`src/rtl/fa_pkg.sv`:
```
// Shared widths and word types for the 8-bit ripple-carry adder.
package fa_pkg;

  localparam int unsigned FA_W       = 8;
  localparam int unsigned FA_SLICE_W = 4;

  typedef logic [FA_W-1:0]       fa_word_t;
  typedef logic [FA_SLICE_W-1:0] fa_slice_t;

endpackage : fa_pkg

```
`src/rtl/full_adder.sv`:
```
// Single-bit full adder cell used to build the ripple-carry slices.
module full_adder (
  input  logic a,
  input  logic b,
  input  logic cin,
  output logic s,
  output logic cout
);

  logic p;

  assign p    = a ^ b;
  assign s    = p ^ cin;
  assign cout = (a & b) | (cin & p);

endmodule : full_adder

```
`src/rtl/rca_4.sv`:
```
// Combinational 4-bit ripple-carry slice; c3 exposes the carry into the top bit.
module rca_4
  import fa_pkg::*;
(
  input  fa_slice_t a,
  input  fa_slice_t b,
  input  logic      cin,
  output fa_slice_t sum,
  output logic      cout,
  output logic      c3
);

  logic [FA_SLICE_W:0] c;

  assign c[0] = cin;

  for (genvar i = 0; i < FA_SLICE_W; i++) begin : g_bit
    full_adder u_fa (
      .a    (a[i]),
      .b    (b[i]),
      .cin  (c[i]),
      .s    (sum[i]),
      .cout (c[i+1])
    );
  end

  assign cout = c[FA_SLICE_W];
  assign c3   = c[FA_SLICE_W-1];

endmodule : rca_4

```
`src/rtl/fa_rca_8bit.sv`:
```
// 8-bit registered ripple-carry adder built from two rca_4 slices.
// Optional signed-overflow output enabled by defining FA_RCA_8_OVF_EN.
module fa_rca_8bit
  import fa_pkg::*;
(
  input  logic     clk,
  input  logic     rst,
  input  logic     in_valid,
  input  fa_word_t a,
  input  fa_word_t b,
  output logic     out_valid,
  output fa_word_t sum,
  output logic     carry
`ifdef FA_RCA_8_OVF_EN
  ,
  output logic     overflow
`endif
);

  fa_word_t sum_comb;
  logic     c4;
  logic     c8;
  logic     c3_lo;
  logic     c7;

  rca_4 u_slice0 (
    .a    (a[FA_SLICE_W-1:0]),
    .b    (b[FA_SLICE_W-1:0]),
    .cin  (1'b0),
    .sum  (sum_comb[FA_SLICE_W-1:0]),
    .cout (c4),
    .c3   (c3_lo)
  );

  rca_4 u_slice1 (
    .a    (a[FA_W-1:FA_SLICE_W]),
    .b    (b[FA_W-1:FA_SLICE_W]),
    .cin  (c4),
    .sum  (sum_comb[FA_W-1:FA_SLICE_W]),
    .cout (c8),
    .c3   (c7)
  );

  always_ff @(posedge clk) begin
    if (rst) begin
      sum       <= '0;
      carry     <= 1'b0;
      out_valid <= 1'b0;
    end else if (in_valid) begin
      sum       <= sum_comb;
      carry     <= c8;
      out_valid <= 1'b1;
    end else begin
      out_valid <= 1'b0;
    end
  end

`ifdef FA_RCA_8_OVF_EN
  always_ff @(posedge clk) begin
    if (rst) begin
      overflow <= 1'b0;
    end else if (in_valid) begin
      overflow <= c8 ^ c7;
    end
  end

  // Carry into bit 3 of the low slice has no consumer.
  logic unused_carries;
  assign unused_carries = c3_lo;
`else
  logic unused_carries;
  assign unused_carries = c3_lo ^ c7;
`endif

endmodule : fa_rca_8bit

```
`config.mk`:
```
export PLATFORM = sky130hd
export DESIGN_NAME = fa_rca_8bit
export DESIGN_NICKNAME = d
export VERILOG_FILES = /design/src/rtl/fa_pkg.sv /design/src/rtl/full_adder.sv /design/src/rtl/rca_4.sv /design/src/rtl/fa_rca_8bit.sv
export SDC_FILE = /design/constraint.sdc
export NUM_CORES = 1
export LEC_CHECK = 0
export ABC_AREA = 0
export CAP_MARGIN = 20
export CORE_MARGIN = 4
export CORE_UTILIZATION = 34
export CTS_BUF_LIST = sky130_fd_sc_hd__clkbuf_4 sky130_fd_sc_hd__clkbuf_8
export DETAILED_ROUTE_END_ITERATION = 16
export GPL_ROUTABILITY_DRIVEN = 0
export PLACE_DENSITY = 0.76
export SLEW_MARGIN = 20
export SYNTH_ARGS = -nofsm -noshare
export SYNTH_HDL_FRONTEND = slang
export SYNTH_HIERARCHICAL = 1
export SYNTH_SLANG_ARGS = --single-unit
```
`constraint.sdc`:
```
create_clock -name clk -period 3.6 [get_ports clk]
set_input_delay 0.54 -clock clk [delete_from_list [all_inputs] [get_ports clk]]
set_output_delay 0.54 -clock clk [all_outputs]
set_load 0.01 [all_outputs]
```
==> flow_metrics.tcl <==
set metrics [dict create \
    p_int_mw 0.238 \
    filler_cell_count 122 \
    synth_top_family_by_area "adder cells" \
    syn-cell-area_um2 510 \
    io_buffers 28 \
    cp-start-kind "input port" \
    cp.arrival_ps 3780 \
    cp_data_required_time_ps 3800 \
    start_util_pct 37.8 \
    clock_latency_ps 260 \
    area_growth_pct 65.2 \
    power_mw 0.318 \
    crit_chain "buf_6, fa_2, fa_2, fa_2, fa_2, fa_2, fa_2, fa_2, fa_2, mux2i_1, nor2_1" \
    yosys.area_share.adder_pct 31.4 \
    p_switching_mw 0.0798 \
    path_max_fanout 1 \
    ys_warn_count 6 \
    core-area_um2 1350 \
    crit_family "adder cells" \
    slew_violations 0 \
    ys_top_cells_by_area "dfxtp_1 39%, fa_1 31%, mux2i_1 18%" \
    synth.avg_cell_area_um2 12.8 \
    max_freq_ghz 0.280 \
    timing.final.ws_setup_ps 23.9 \
    synth_top_area_share_pct 39.2 \
    die_x_um 46.8 \
    leakagePower_nw 0.341 \
    seq_area_frac_synth_pct 39.2 \
    yosys.area_share.simple_pct 7.84 \
    ir_worst_vdd_v 0.000187 \
    wirelength_um 1070 \
    antenna_found_initial 0 \
    whs_ps 496 \
    layout-drive-gt1-share_pct 20.0 \
    post_cts_buffers 0 \
    yosys-mux-area-fraction_pct 17.6 \
    drt_first_pass_iters 1 \
    drc 0 \
    synth_xor_area_share_pct 0 \
    finish.net_count 98 \
    cts_root_buf "clkbuf_4" \
    power_frac_clock_pct 31.7 \
    status "completed" \
    synth_nets 67 \
    regArea_um2 200 \
    die_y_um 46.8 \
    via_per_inst 4.68 \
    cpMaxStageDelayCell "fa_2" \
    diodes 0 \
    grt_pass1_wl_um 1640 \
    rows 13 \
    p_seq_share_pct 40.0 \
    endpoint_kind "flop" \
    cp_common_cell "fa_2" \
    maxSlewHeadroom_pct 62.9 \
    stdcell_area_um2 843 \
    multi_input_area_um2 314 \
    grt_max_degree 11 \
    final_cell_mix "24 x clkdlybuf4s50_1, 10 x dfxtp_1, 9 x mux2i_1, 9 x nor2_1, 8 x fa_2" \
    clk_path_buf_depth 2 \
    hold_path.class "reg2reg" \
    cts-buffers-inserted 3 \
    grt_pass1_vias 423 \
    die_area_um2 2190 \
    syn_inst 40 \
    grt_usage_pct 11.2 \
    vias 398 \
    critical_path_class "in2reg" \
    switching_share_pct 25.1 \
    fin_worst_skew_ps 0 \
    synth-compound-area-share_pct 0 \
    ys_ff_latch 10 \
    cts.clk_slew.worst_paths_ps 70 \
    gr-total-overflow 0 \
    p_per_area_nw_per_um2 377 \
    place_area_um2 813 \
    rsz0062_at_grt "true" \
    max-cap-violations 0 \
    cts_sinks 10 \
    htree_levels 1 \
    layout_commonest_cell "clkdlybuf4s50_1" \
    worst_pin_slew_ps 555 \
    setup-violations-final 0 \
    drtIter0Drc 0 \
    place_ws_ps -661 \
    yosys.area.top_type "dfxtp_1" \
    crit_buf_inv 1 \
    fin_crit_ps 3580 \
    cts_tree "built" \
    dp_hpwl_um 877 \
    period_share_pct 99.3 \
    synth_cell_types 8 \
    hold_viol 0 \
    io_pins 29 \
    antenna_left 0 \
    slowest_delay_ps 540 \
    pwr-share-comb_pct 28.3 \
    wl_per_cell_um 12.6 \
]
-- layer usage --
metal,GRT usage [%],part of all wire [%],vias to the layer above
met5,0,0,-
met4,4.97,1.1,0
met3,5.75,10,2
met2,23.4,53,19
met1,7.89,35,192
li1,-,-,185
-- final timing paths --
path / startpoint / end / slack [ps] / depth (start not counted)
setup / recovery: b[0] / sum[7]$_SDFFE_PP0P_ / 20 / 11
hold / removal: sum[6]$_SDFFE_PP0P_ / sum[6]$_SDFFE_PP0P_ / 500 / 2
setup reg to reg: sum[0]$_SDFFE_PP0P_ / sum[0]$_SDFFE_PP0P_ / 2970 / 2
hold reg to reg: sum[6]$_SDFFE_PP0P_ / sum[6]$_SDFFE_PP0P_ / 500 / 2
-- cell families after synthesis --
logic type | Yosys count
adder cells (fa/ha/maj) | 8
other | 1
buffers and inverters | 2
multiplexers | 9
flip-flops | 10
AND/OR/NAND/NOR | 10
-- state kept, by name, summed over array words and instances, names as in the netlist --
name and cells:
carry 1, sum 8, out_valid 1
-- per-stage QoR --
step	utilization [%]	std cells	setup TNS, ps
3_3_place_gp	60.2	81	-1480
3_5_place_dp	60.2	81	-1530
2_1_floorplan	-	40	-78.6
6_report	62.5	85	0
4_1_cts	62.5	85	-168
5_1_grt	62.5	85	-40.3
-- worst register-to-register path, cell delays in order, from the launching register on --
cell	delay, ps
dfxtp_1	320
mux2i_1	150
nor2_1	60
-- what timing repair did --
| item | CTS | global route |
|---|---|---|
| resized for setup | 11 | 0 |
| setup endpoints to repair | 3 | 2 |
| hold buffers | 0 | 0 |
| gates cloned | 0 | 0 |
| pin swaps | 10 | 6 |
-- synth_stat cells --
cell      count
buf_6         1
clkbuf_2      1
conb_1        1
dfxtp_1      10
fa_1          8
mux2i_1       9
nor2_1        9
nor2b_1       1
-- layout make-up --
type                       count  area share [%]
timing repair buffer          28            32.5
tap                           15            2.23
multi-input combinational     28            37.2
clock buffer                   4            4.30
sequential                    10            23.7
-- power groups by stage --
stage / Combinational (mW) / Clock, mW / Sequential [mW]
after floorplan: 0.0353 / 0 / 0.135
after global placement: 0.0912 / 0 / 0.129
after detailed placement: 0.0931 / 0 / 0.130
after CTS: 0.0931 / 0.105 / 0.127
after global routing: 0.100 / 0.111 / 0.129
final: 0.0901 / 0.101 / 0.127
Note: power is estimated with default switching activity, not from simulation.
